[config.mk]
export PLATFORM = sky130hd
export DESIGN_NAME = fetch_unit
export DESIGN_NICKNAME = d
export VERILOG_FILES = /design/src/rtl/fetch_pkg.sv /design/src/rtl/if_id_reg.sv /design/src/rtl/fetch_unit.sv
export SDC_FILE = /design/constraint.sdc
export NUM_CORES = 1
export LEC_CHECK = 0
export CORE_UTILIZATION = 35
export DETAILED_ROUTE_END_ITERATION = 6
export MAX_ROUTING_LAYER = met4
export PLACE_DENSITY_LB_ADDON = 0.2
export SLEW_MARGIN = 25
export SYNTH_ARGS = -nofsm -noshare
export SYNTH_HDL_FRONTEND = slang
export SYNTH_SLANG_ARGS = --single-unit
[constraint.sdc]
create_clock -name clk -period 2.4 [get_ports clk]
set_input_delay 0.24 -clock clk [delete_from_list [all_inputs] [get_ports clk]]
set_output_delay 0.24 -clock clk [all_outputs]
set_load 0.1 [all_outputs]
[src/rtl/fetch_pkg.sv]
// Shared types and constants for the fetch stage.
package fetch_pkg;

    typedef enum logic [1:0] {
        S_RUN   = 2'd0,
        S_HALT  = 2'd1,
        S_FAULT = 2'd2
    } state_t;

    localparam logic [31:0] INSN_EBREAK = 32'h0010_0073;
    localparam logic [31:0] INSN_NOP    = 32'h0000_0013;

    typedef struct packed {
        logic [31:0] ins;
        logic [31:0] pc;
        logic [31:0] pc_plus4;
    } if_id_t;

    localparam if_id_t IF_ID_RESET = '{ins: 32'h0, pc: 32'h0, pc_plus4: 32'h4};

    // A fetch address is unusable if it is not word aligned or lies past the memory.
    function automatic logic pc_bad(input logic [31:0] pc, input logic [31:0] limit);
        return (pc[1:0] != 2'b00) || (pc >= limit);
    endfunction

endpackage

[src/rtl/if_id_reg.sv]
// IF/ID holding register with flush.
// Latency: one cycle from capture to presentation.
// Backpressure: contents held while hold_vld && !hold_rdy; flush beats capture and transfer.
module if_id_reg
    import fetch_pkg::*;
(
    input  logic   clk,
    input  logic   rst_n,
    input  logic   flush,
    input  logic   cap_vld,
    input  if_id_t cap_dat,
    output logic   hold_vld,
    input  logic   hold_rdy,
    output if_id_t hold_dat
);

    always_ff @(posedge clk) begin
        if (!rst_n) begin
            hold_vld <= 1'b0;
            hold_dat <= IF_ID_RESET;
        end else if (flush) begin
            hold_vld <= 1'b0;
        end else if (cap_vld) begin
            hold_vld <= 1'b1;
            hold_dat <= cap_dat;
        end else if (hold_rdy) begin
            hold_vld <= 1'b0;
        end
    end

endmodule

[src/rtl/fetch_unit.sv]
// Fetch stage: PC sequencing, redirect/flush, EBREAK halt and fetch fault.
// Latency: instruction appears on out_* one cycle after its address on imem_addr.
// Backpressure: out_ready=0 with out_valid=1 freezes pc and the IF/ID register.
module fetch_unit
    import fetch_pkg::*;
#(
    parameter logic [31:0] RESET_PC = 32'h0000_0000,
    parameter int          MEM_SIZE = 1024
) (
    input  logic        clk,
    input  logic        rst_n,
    output logic [31:0] imem_addr,
    input  logic [31:0] imem_rdata,
    input  logic        redirect_valid,
    input  logic [31:0] redirect_pc,
    output logic        out_valid,
    input  logic        out_ready,
    output logic [31:0] out_ins,
    output logic [31:0] out_pc,
    output logic [31:0] out_pc_plus4,
    output logic        halted,
    output logic        fault,
    output logic [31:0] fetch_count
);

    localparam logic [31:0] PC_LIMIT = 32'(MEM_SIZE * 4);

    state_t      state;
    logic [31:0] pc;
    logic        advance;
    logic        flush;
    logic        bad_pc;
    logic        capture;
    logic        xfer;
    if_id_t      cap_dat;
    if_id_t      hold_dat;

    assign imem_addr = pc;
    assign advance   = !out_valid || out_ready;
    // Faulted fetch ignores redirects, so it must not flush either.
    assign flush     = redirect_valid && (state != S_FAULT);
    assign bad_pc    = pc_bad(pc, PC_LIMIT);
    assign capture   = (state == S_RUN) && !redirect_valid && advance && !bad_pc;
    assign xfer      = out_valid && out_ready && !flush;

    assign cap_dat = '{ins: imem_rdata, pc: pc, pc_plus4: pc + 32'd4};

    if_id_reg u_if_id (
        .clk      (clk),
        .rst_n    (rst_n),
        .flush    (flush),
        .cap_vld  (capture),
        .cap_dat  (cap_dat),
        .hold_vld (out_valid),
        .hold_rdy (out_ready),
        .hold_dat (hold_dat)
    );

    assign out_ins      = hold_dat.ins;
    assign out_pc       = hold_dat.pc;
    assign out_pc_plus4 = hold_dat.pc_plus4;

    always_ff @(posedge clk) begin
        if (!rst_n) begin
            state       <= S_RUN;
            pc          <= RESET_PC;
            halted      <= 1'b0;
            fault       <= 1'b0;
            fetch_count <= 32'h0;
        end else begin
            if (xfer) begin
                fetch_count <= fetch_count + 32'd1;
            end
            case (state)
                S_RUN: begin
                    if (redirect_valid) begin
                        pc <= redirect_pc;
                    end else if (advance) begin
                        if (bad_pc) begin
                            state <= S_FAULT;
                            fault <= 1'b1;
                        end else begin
                            pc <= pc + 32'd4;
                            if (imem_rdata == INSN_EBREAK) begin
                                state  <= S_HALT;
                                halted <= 1'b1;
                            end
                        end
                    end
                end
                S_HALT: begin
                    if (redirect_valid) begin
                        pc     <= redirect_pc;
                        state  <= S_RUN;
                        halted <= 1'b0;
                    end
                end
                S_FAULT: begin
                    fault <= 1'b1;
                end
                default: begin
                    state <= S_FAULT;
                    fault <= 1'b1;
                end
            endcase
        end
    end

endmodule

Word-level counts from Yosys, hierarchy flattened
Cells that the tools add are included.
{"block": "totals", "reg_bits": 165, "inputBits": 68, "out_inout_bits": 163}
{"block": "classes", "n_addsub": 2, "n_lt_le_gt_ge": 1, "eq_ne": 13, "muxes": 23, "bitwise": 4, "n_reduce_logical": 22}
{"cell": "two-way mux 32 bit", "n": 4}
{"cell": "one-hot mux 32 bit (2 select lines)", "n": 1}
{"cell": "adder 32 x 1 -> 32 bit, second input constant", "n": 1}
{"cell": "adder 32 x 3 -> 32 bit, second input constant", "n": 1}
{"cell": "equality test 32 x 21 -> 1 bit, second input constant", "n": 1}
{"cell": "greater-or-equal comparator 32 x 13 -> 1 bit, second input constant", "n": 1}
{"cell": "inequality test 2 bit, second input constant", "n": 6}
{"cell": "two-way mux 1 bit", "n": 10}
{"cell": "two-way mux 2 bit", "n": 5}
{"cell": "AND reduction 4 bit", "n": 2}
{"cell": "logical AND 1 bit", "n": 6}
{"cell": "inequality test 3 bit, second input constant", "n": 2}
{"cell": "one-hot mux 2 bit (3 select lines)", "n": 1}
{"cell": "AND reduction 6 bit", "n": 1}
{"cell": "nonzero test 2 bit", "n": 3}
{"cell": "AND reduction 5 bit", "n": 1}
{"cell": "zero test 1 bit", "n": 4}
{"cell": "inverter 1 bit", "n": 4}
{"cell": "one-hot mux 1 bit (2 select lines)", "n": 2}
{"cell": "inequality test 3 x 2 -> 1 bit, second input constant", "n": 1}
{"cell": "equality test 2 x 1 -> 1 bit, second input constant", "n": 1}
{"cell": "equality test 2 bit, second input constant", "n": 1}
{"cell": "zero test 2 bit", "n": 1}
{"cell": "logical OR 1 bit", "n": 2}
{"cell": "3 further kinds", "n": 3}

Depth between registers and ports, before layout
Gate-level depths: netlist of the first run.
{"block": "logic_depth", "depth_word": 6, "mapped_depth": 8, "ltp_nobuf": 6}

Modules after synthesis
A second synthesis of the first run with hierarchy kept.
{"block": "unflattened", "cells_unflattened": 922, "hier_area_um2": 7895.1}
{"module": "fetch_unit", "instances": 1, "cells_each": 501, "area_per_inst_um2": 4018.9, "seq_area_each_um2": 1361.3}
{"module": "if_id_reg", "instances": 1, "cells_each": 421, "area_per_inst_um2": 3876.2, "seq_area_each_um2": 1941.9}

Least setup slack after synthesis of the first run
Ideal clock, no wire load.
{"block": "synth_path", "path_kind": "register -> register", "from": "register fetch_count[2]", "to": "register fetch_count[28]", "setup_time_ps": 67, "t_arrival_ps": 2459, "t_required_ps": 2333, "path_slack_ps": -126, "stages_incl_launch_ff": 7, "n_path_buf": 1, "synth_period_minus_slack_ps": 2526, "path_cell_list": "dfxtp_1 -> nand4_1 -> a2111oi_2 -> buf_2 -> nand4_1 -> xor2_1 -> nor2_1"}
{"block": "synth_between", "elab_chain_cells": 1}
{"item": "start, declared", "line_no": "fetch_unit.sv:23", "text": "output logic [31:0] fetch_count"}
{"item": "start signal, assigned", "line_no": "fetch_unit.sv:72", "text": "fetch_count <= fetch_count + 32'd1;"}
{"item": "adder 32 x 1 -> 32 bit", "line_no": "fetch_unit.sv:72"}
Every way passes these cells.
A chain may end at the register's enable or synchronous reset.

Worst setup path in the final report of the first run
{"block": "layout_path", "from": "register pc[13] (netlist: imem_addr[13])", "to": "register u_if_id.hold_dat[2] (netlist name)"}
{"block": "layout_between", "elab_chain_cells": 5}
{"item": "start, declared", "line_no": "fetch_unit.sv:29", "text": "logic [31:0] pc;"}
{"item": "start signal, assigned", "line_no": "fetch_unit.sv:77", "text": "pc <= redirect_pc;"}
{"item": "start signal, assigned", "line_no": "fetch_unit.sv:83", "text": "pc <= pc + 32'd4;"}
{"item": "start signal, assigned", "line_no": "fetch_unit.sv:93", "text": "pc <= redirect_pc;"}
{"item": "greater-or-equal comparator 32 x 13 -> 1 bit", "line_no": "fetch_pkg.sv:23", "text": "return (pc[1:0] != 2'b00) || (pc >= limit);"}
{"item": "logical OR 1 bit", "line_no": "fetch_pkg.sv:23"}
{"item": "zero test 1 bit", "line_no": "fetch_unit.sv:43", "text": "assign capture = (state == S_RUN) && !redirect_valid && advance && !bad_pc;"}
{"item": "logical AND 1 bit", "line_no": "fetch_unit.sv:43"}
{"item": "AND reduction 2 bit (no source line)"}
Every way passes these cells.

==> out/metrics.cfg, run 1 <==
[run_status]
status=finished, violations left
violations=design-rule violations

[sta]
setup_viol=0
rsz0062_at_grt=no
slew_headroom=0.616
fin_ws_ns=0.273
max_freq_mhz=470
slew_viol_final=0
finalClockSkew_ns=0.0118
post-route-period-util=0.886
setup_tns_ns=0
fin_crit_ns=2.13
tightest_slew_ns=0.576
hold_viol=0

[floorplanning]
start_util=0.362
rows=49
die_w_um=139
core_area_mm2=0.0182
die-area_mm2=0.0194
fp.dieH_um=139
io_pins=231

[power_and_ir_drop]
p_per_area_mw_per_mm2=810
power.leakage_nw=3.81
max-vdd-ir-drop_v=0.000541

[logic_synthesis]
yosysWarningCount=0
ys_ff_latch=163
async_flop_share=0
yosysMostFrequentCell=dfxtp_1
yosys.area.top_type=dfxtp_1
ys_types=50
ys_seq_area_frac=0.495
synth_edf_count=0
dominantRegCellSynth=dfxtp_1
synth_fp_nets=841
synth.area.top_cells=dfxtp_1 (49%), nand2_1 (7.9%), a21oi_1 (5.7%), and3_1 (4.3%), buf_4 (3.9%)
yosys-top-cells-count=dfxtp_1 (163), nand2_1 (139), a21oi_1 (75)
synthesis.area_mm2=0.00659
synth_top_area_frac=0.495
synth_cells=770
syn_avg_cell_area_um2=8.56

[grt]
antenna_found_initial=0
grt_pass1_wl_um=28600
overflow=0
grt.total_usage=0.192
grt_max_degree=62
first_global_vias=5297

[worst_hold_path]
worstHoldStart=rst_n
hold_depth=2
hold_path_end=fetch_count[3]$_SDFFE_PN0P_
hold_class=primary input to flip-flop

[setup_path]
crit_fanout=41
crit_arrival_ns=2.41
start_kind=flip-flop
critPathKind=flip-flop to flip-flop
reg2reg_from=imem_addr[13]$_SDFFE_PN0P_
rr_worst_depth=6
r2r_end=u_if_id.hold_dat[2]$_SDFFE_PN1P_
required_ns=2.68
r2r_slack_ns=0.27
endpoint_kind=flip-flop

[final_layout]
antenna_cells=0
drive_gt1_frac=0.249
fin_cells=1196
final_nets=1027
area_growth_syn_to_layout_pct=38.9
final_area_mm2=0.00916

[clocking]
cts.root.buffer_cell=clkbuf_16
cts_hold_buffers=0
cts_tree=done
clock-sinks=163
clock_latency_ns=0.42
cts_setup_buffers=0
path_clk_slew_ns=0.07
cts-buffers-inserted=17
ctsResizeCount=0
htreeDepth=4
cts_buffer_depth=2

[route]
drtIter0Drc=385
drc=20
vias=5879
drt_wl_total_um=18100
firstDrtPassIters=7
vias_per_cell=4.92
avgRoutedWirePerCell_um=15.2
ant_nets=0

[placed_design]
pre_cts_slack_ns=0.0427
place_hpwl_um=12600
place_area_mm2=0.00857
dpl.cell_count=1166
port_buffers=230
place.gp.congestion=0.780

[job]
maxCapViolations=0

[registers in the layout (all words and copies together) (netlist names)]
signal,count
fault,1
fetch_count,32
halted,1
imem_addr,32
state,2
u_if_id.hold_dat,94
u_if_id.hold_vld,1
[critical path, stage by stage, from the launching register on]
cell and delay, ns:
dfxtp_1 0.36, nor4_1 0.36, nand4_1 0.31, or3_2 0.57, buf_12 0.20, nand2_1 0.09
o211ai_1 0.08
[stage by stage]
step           total power [mW]   util  hold WS, ns
5_1_grt                    7.71  0.503        0.304
3_3_place_gp               4.74  0.471        0.443
4_1_cts                    7.49  0.503        0.270
3_5_place_dp               4.74  0.471        0.448
6_report                   7.42  0.503        0.286
2_1_floorplan              4.27      -        0.376
[kinds of logic (layout without fill, tap and decap cells)]
kind of cell	Yosys count	in the layout	synth area share
mux	1	1	0.00152
simple gates	349	349	0.254
fa+ha+maj	3	3	0.00569
compound gates	121	121	0.113
buf+inv	93	290	0.0782
flops	163	163	0.495
xor+xnor	40	40	0.0531
[cell usage in the layout (no fill, tap or decap), types with 3 or more instances in the layout]
cell               n
nor4_1            15
o32ai_1            3
xor2_1            29
dfxtp_1          148
a32o_1             4
inv_6              4
o21ai_0            8
a211oi_1           9
nand4_1           20
nand3_1           33
a21oi_1           75
and2_1             7
buf_12             6
clkbuf_16         17
dfxtp_2           15
o211ai_1           3
and3_1            45
nand2_1          139
buf_4            181
nor3_1             8
nor2_1            58
nor2b_1            3
o31ai_1            3
inv_1              5
clkdlybuf4s50_1   66
and4_1             5
ha_1               3
xnor2_1           11
[how the worst max path moves through the flow]
stage	cells past startpoint	startpoint	end	slack, ns
finish	6	imem_addr[13]$_SDFFE_PN0P_	u_if_id.hold_dat[2]$_SDFFE_PN1P_	0.27
detailed placement	7	out_ready	u_if_id.hold_dat[2]$_SDFFE_PN1P_	0.04
global placement	7	out_ready	u_if_id.hold_dat[2]$_SDFFE_PN1P_	0.05
global route	6	imem_addr[22]$_SDFFE_PN0P_	imem_addr[7]$_SDFFE_PN0P_	0.1
floorplan	7	fetch_count[10]$_SDFFE_PN0P_	fetch_count[31]$_SDFFE_PN0P_	0.05
CTS	6	imem_addr[1]$_SDFFE_PN0P_	u_if_id.hold_dat[2]$_SDFFE_PN1P_	0.25
[report_power, final]
part	switching, mW	internal (mW)	total [mW]
clock network	1.15	1.60	2.75
logic	1.29	0.467	1.76
registers	0.0952	2.82	2.92
total	2.53	4.89	7.42
[metal layers]
| metal | part of all wire | vias to the layer above | GRT usage |
|---|---|---|---|
| met1 | 0.47 | 2719 | 0.250 |
| met5 | 0 | - | - |
| li1 | - | 2986 | - |
| met3 | 0.062 | 13 | 0.0513 |
| met2 | 0.46 | 161 | 0.287 |
| met4 | 0.012 | 0 | 0.0608 |
[cell type report]
class | count | area [um2]
flip-flops and latches | 163 | 3280
well taps | 229 | 287
clock inverters | 11 | 139
fillers | 1772 | 9050
inverters | 6 | 23.8
multi-input cells | 514 | 2830
clock buffers | 19 | 453
repair buffers | 254 | 2140
Power figures use the tool's default switching activity.
==> inputs of run 2 (changes only) <==
CTS_BUF_LIST = sky130_fd_sc_hd__clkbuf_8   (was not set)
==> run 2 against run 1 <==
Effect of this change:
- the run still ends with design-rule violations left
- core utilization decreased by 1.1 points
- clock-buffer cell count unchanged
- worst setup slack lost 0.025 ns
- die area unchanged
- worst hold slack got worse by 0.034 ns
==> out/metrics.cfg, run 2 (synthesis gave the netlist of run 1 again) <==
[placed_design]
place.gp.congestion=0.780  ; unchanged
dpl.cell_count=1166  ; unchanged
pre_cts_slack_ns=0.0427  ; unchanged
port_buffers=230  ; unchanged
place_hpwl_um=12600  ; unchanged

[run_status]
status=finished, violations left  ; unchanged
violations=design-rule violations  ; unchanged

[grt]
first_global_vias=5306  ; was 5,297
antenna_found_initial=0  ; unchanged
met1_usage=0.250  ; about the same
grtUsageMet2=0.286  ; was 0.287
grt_max_degree=62  ; unchanged
grt.total_usage=0.192  ; about the same
met3_usage=0.0585  ; was 0.0513
overflow=0  ; unchanged
busiest_layer=met2  ; unchanged
grt_pass1_wl_um=28600  ; about the same

[final_layout]
area_growth_syn_to_layout_pct=36.0  ; was 38.9%
largest_reg_flops=94  ; unchanged
drive_gt1_frac=0.249  ; unchanged
regMostFlops=u_if_id.hold_dat  ; unchanged
final_nets=1027  ; unchanged
fin_cells=1196  ; unchanged
antenna_cells=0  ; unchanged
layout_common_cells=buf_4 (181), dfxtp_1 (148), nand2_1 (139), a21oi_1 (75), clkdlybuf4s50_1 (66)  ; unchanged
final_common_cell=buf_4  ; unchanged

[floorplanning]
fp.dieH_um=139  ; unchanged
die-area_mm2=0.0194  ; unchanged
io_pins=231  ; unchanged
die_w_um=139  ; unchanged
core_area_mm2=0.0182  ; unchanged
rows=49  ; unchanged
start_util=0.362  ; unchanged

[setup_path]
start_kind=flip-flop  ; unchanged
crit_slowest_cell=or3_2  ; unchanged
required_ns=2.71  ; was 2.68 ns
critPathMaxStageDelay_ns=0.57  ; about the same
crit_arrival_ns=2.46  ; was 2.41 ns
cp_top_family=simple AND/OR/NAND/NOR gates  ; unchanged
critPathKind=flip-flop to flip-flop  ; unchanged
crit_fanout=41  ; unchanged
endpoint_kind=flip-flop  ; unchanged
path_cells=nor4_1 > nand4_1 > or3_2 > buf_12 > nand2_1 > o211ai_1  ; unchanged
cp.buffers_inverters=1  ; unchanged

[clocking]
path_clk_slew_ns=0.09  ; was 0.07 ns
htreeDepth=4  ; unchanged
cts_hold_buffers=0  ; unchanged
cts_buffer_depth=2  ; unchanged
cts_setup_buffers=0  ; unchanged
clock_latency_ns=0.45  ; was 0.42 ns
cts-buffers-inserted=17  ; unchanged
clock-sinks=163  ; unchanged
ctsResizeCount=0  ; unchanged
cts.root.buffer_cell=clkbuf_8  ; was clkbuf_16
cts_tree=done  ; unchanged

[power_and_ir_drop]
max-vdd-ir-drop_v=0.000361  ; was 0.000541 V
p_per_area_mw_per_mm2=749  ; was 810 mW/mm2
p_total_mw=6.72  ; was 7.42 mW
power.leakage_nw=3.73  ; was 3.81 nW

[sta]
hold_viol=0  ; unchanged
setup_viol=0  ; unchanged
fin_crit_ns=2.15  ; was 2.13 ns
post-route-period-util=0.897  ; was 0.886
rsz0062_at_grt=no  ; unchanged
slew_viol_final=0  ; unchanged
slew_headroom=0.621  ; was 0.616
tightest_slew_ns=0.569  ; was 0.576 ns
holdWs_ns=0.251  ; was 0.286 ns
max_freq_mhz=465  ; was 470 MHz
finalClockSkew_ns=0.0160  ; was 0.0118 ns
fin_ws_ns=0.248  ; was 0.273 ns
setup_tns_ns=0  ; unchanged

[route]
vias=5894  ; was 5,879
avgRoutedWirePerCell_um=15.1  ; was 15.2 um
drt_wl_total_um=18100  ; about the same
drtIter0Drc=349  ; was 385
drc=20  ; unchanged
ant_nets=0  ; unchanged
vias_per_cell=4.93  ; was 4.92
firstDrtPassIters=7  ; unchanged

[worst_hold_path]
hold_class=primary input to flip-flop  ; unchanged

[job]
maxCapViolations=0  ; unchanged

-- run 2: cell counts in the layout (fill, tap and decap cells not counted) --
Identical to the previous run, type by type.
-- run 2: final cells by class --
type	count	area (um2)
Sequential cell	163	3280
Fill cell	1803	9240
Clock buffer	19	262
Inverter	6	23.8
Multi-Input combinational cell	514	2830
Tap cell	229	287
Timing Repair Buffer	254	2140
Clock inverter	11	139
-- run 2: per-stage QoR --
step	cell area [um2]	util
CTS	8970	0.493
finish	8970	0.493
global placement	8570	0.471
floorplan	6610	-
global route	8970	0.493
detailed placement	8570	0.471
-- run 2: routing by layer --
metal	up-vias	share of wire
li1	2982	-
met1	2741	0.47
met2	160	0.46
met3	11	0.064
met4	0	0.011
met5	-	0
-- run 2: worst register-to-register path: cells and delay by family, from the launching register on --
family / cells / cell delay [ns]
AND/OR/NAND/NOR: 4 / 1.37
flip-flops: 1 / 0.36
buffers and inverters: 1 / 0.20
AO/OA/AOI/OAI: 1 / 0.08
-- run 2: worst paths after layout --
kind	startpoint	end	cells after the start	slack [ns]
setup / recovery	imem_addr[13]$_SDFFE_PN0P_	u_if_id.hold_dat[2]$_SDFFE_PN1P_	6	0.25
hold reg to reg	u_if_id.hold_dat[83]$_SDFFE_PN0P_	u_if_id.hold_dat[83]$_SDFFE_PN0P_	2	0.46
setup reg to reg	imem_addr[13]$_SDFFE_PN0P_	u_if_id.hold_dat[2]$_SDFFE_PN1P_	6	0.25
hold / removal	rst_n	fetch_count[3]$_SDFFE_PN0P_	2	0.25
-- run 2: report_power, final --
| group | internal, mW | switching [mW] | total [mW] |
|---|---|---|---|
| Clock | 0.996 | 1.05 | 2.05 |
| Sequential | 2.82 | 0.0955 | 2.91 |
| Combinational | 0.467 | 1.29 | 1.76 |
==> inputs of run 3 (changes only) <==
CORE_MARGIN = 3   (was not set)
CORE_UTILIZATION = 47   (was 35)
==> run 3 against run 2 <==
Effect of this change:
- the run now ends clean
- sequential power is essentially flat
- core utilization grew 17 points
- maximum frequency shrank 0.70%
- clock power is essentially flat
- final cell count shrank 4.0%
- critical path type unchanged
- first-iteration DRC count grew 10%
==> out/metrics.cfg, run 3 (synthesis gave the netlist of run 1 again) <==
[placed_design]
place.gp.congestion=0.858  ; was 0.780
place_hpwl_um=12500  ; was 12,600 um
port_buffers=230  ; unchanged

[sta]
holdWs_ns=0.345  ; was 0.251 ns
setup_viol=0  ; unchanged
tightest_slew_ns=0.725  ; was 0.569 ns
finalClockSkew_ns=0.0144  ; was 0.0160 ns
rsz0062_at_grt=no  ; unchanged
max_freq_mhz=461  ; was 465 MHz
post-route-period-util=0.903  ; was 0.897
fin_crit_ns=2.17  ; was 2.15 ns
slew_headroom=0.516  ; was 0.621
setup_tns_ns=0  ; unchanged
slew_viol_final=0  ; unchanged
hold_viol=0  ; unchanged

[power_and_ir_drop]
power.leakage_nw=3.72  ; was 3.73 nW
p_per_area_mw_per_mm2=748  ; was 749 mW/mm2
max-vdd-ir-drop_v=0.000421  ; was 0.000361 V

[route]
firstDrtPassIters=5  ; was 7
ant_nets=0  ; unchanged
vias=5905  ; was 5,894
drc=0  ; was 20
drt_wl_total_um=17600  ; was 18,100 um
drtIter0Drc=385  ; was 349
avgRoutedWirePerCell_um=15.3  ; was 15.1 um
vias_per_cell=5.14  ; was 4.93

[setup_path]
path_cells=nor4_1 > nand4_1 > or3_2 > buf_12 > and3_1  ; was nor4_1 > nand4_1 > or3_2 > buf_12 > nand2_1 > o211ai_1
start_kind=flip-flop  ; unchanged
critPathMaxStageDelay_ns=0.56  ; was 0.57 ns
crit_arrival_ns=2.50  ; was 2.46 ns
cp_top_family=simple AND/OR/NAND/NOR gates  ; unchanged
worst-path-stages=5  ; was 6
crit_slowest_cell=or3_2  ; unchanged
rr_worst_depth=5  ; was 6
cp.buffers_inverters=1  ; unchanged
critPathKind=flip-flop to flip-flop  ; unchanged
required_ns=2.74  ; was 2.71 ns
endpoint_kind=flip-flop  ; unchanged
crit_fanout=84  ; was 41

[final_layout]
final_nets=1030  ; was 1,027
antenna_cells=0  ; unchanged
drive_gt1_frac=0.251  ; was 0.249
area_growth_syn_to_layout_pct=35.2  ; was 36.0%
final_common_cell=buf_4  ; unchanged
regMostFlops=u_if_id.hold_dat  ; unchanged
largest_reg_flops=94  ; unchanged
layout_common_cells=buf_4 (186), dfxtp_1 (148), nand2_1 (139), a21oi_1 (75), clkdlybuf4s50_1 (67)  ; was buf_4 (181), dfxtp_1 (148), nand2_1 (139), a21oi_1 (75), clkdlybuf4s50_1 (66)

[grt]
antenna_found_initial=0  ; unchanged
grt_pass1_wl_um=28400  ; was 28,600 um
overflow=0  ; unchanged
grt_max_degree=85  ; was 62
grt.total_usage=0.227  ; was 0.192
first_global_vias=5435  ; was 5,306

[clocking]
ctsResizeCount=0  ; unchanged
path_clk_slew_ns=0.08  ; was 0.09 ns
htreeDepth=4  ; unchanged
cts-buffers-inserted=17  ; unchanged
cts_setup_buffers=0  ; unchanged
cts_buffer_depth=2  ; unchanged
clock-sinks=163  ; unchanged
cts_tree=done  ; unchanged
cts_hold_buffers=0  ; unchanged
clock_latency_ns=0.44  ; was 0.45 ns
cts.root.buffer_cell=clkbuf_8  ; unchanged

[floorplanning]
rows=42  ; was 49
die_w_um=124  ; was 139 um
core_area_mm2=0.0135  ; was 0.0182 mm2
fp.dieH_um=124  ; was 139 um
io_pins=231  ; unchanged
start_util=0.488  ; was 0.362
die-area_mm2=0.0155  ; was 0.0194 mm2

[job]
maxCapViolations=0  ; unchanged

[worst_hold_path]
hold_depth=3  ; was 2
hold_class=primary input to flip-flop  ; unchanged

[run_status]
status=finished clean  ; was finished, violations left

-- run 3: layer usage --
layer / part of all wire / global-route usage / up-vias / wire length [um]
li1: - / - / 2993 / -
met1: 0.45 / 0.298 / 2725 / 7860
met2: 0.48 / 0.351 / 174 / 8440
met3: 0.063 / 0.0549 / 13 / 1100
met4: 0.010 / 0.0664 / 0 / 181
met5: 0 / - / - / 0
-- run 3: area by class of cell --
class / instances / area, um2
Tap cell: 176 / 220
Timing Repair Buffer: 257 / 2150
Clock inverter: 13 / 146
Fill cell: 1172 / 4590
Multi-Input combinational cell: 514 / 2830
Inverter: 6 / 23.8
Clock buffer: 19 / 262
Sequential cell: 163 / 3280
-- run 3: final timing paths --
| kind | end | slack [ns] | start |
|---|---|---|---|
| worst min-delay path | imem_addr[0]$_SDFFE_PN0P_ | 0.34 | redirect_pc[0] |
| worst min register to register | u_if_id.hold_dat[64]$_SDFFE_PN0P_ | 0.46 | u_if_id.hold_dat[64]$_SDFFE_PN0P_ |
| worst max-delay path | u_if_id.hold_dat[13]$_SDFFE_PN0P_ | 0.23 | imem_addr[1]$_SDFFE_PN0P_ |
| worst max register to register | u_if_id.hold_dat[13]$_SDFFE_PN0P_ | 0.23 | imem_addr[1]$_SDFFE_PN0P_ |
-- run 3: worst min-delay path, stage by stage --
cell	delay (ns)
clkdlybuf4s50_1	0.40
nand2_1	0.06
a21oi_1	0.05
-- run 3: where the power goes --
group	internal [mW]	total, mW	switching [mW]
registers	2.82	2.92	0.103
clock network	0.996	2.02	1.03
logic	0.448	1.72	1.28
total	4.26	6.67	2.40
-- run 3: metrics by stage --
step,total power [mW],worst slack [ns],instance area (um2),std cells,util
after floorplan,4.27,0.0528,6610,770,-
after global placement,4.70,0.0662,8500,1116,0.630
after detailed placement,4.70,0.0345,8500,1116,0.630
after CTS,6.72,0.236,8910,1148,0.660
after global routing,6.95,0.0489,8910,1148,0.660
final,6.67,0.233,8910,1148,0.660
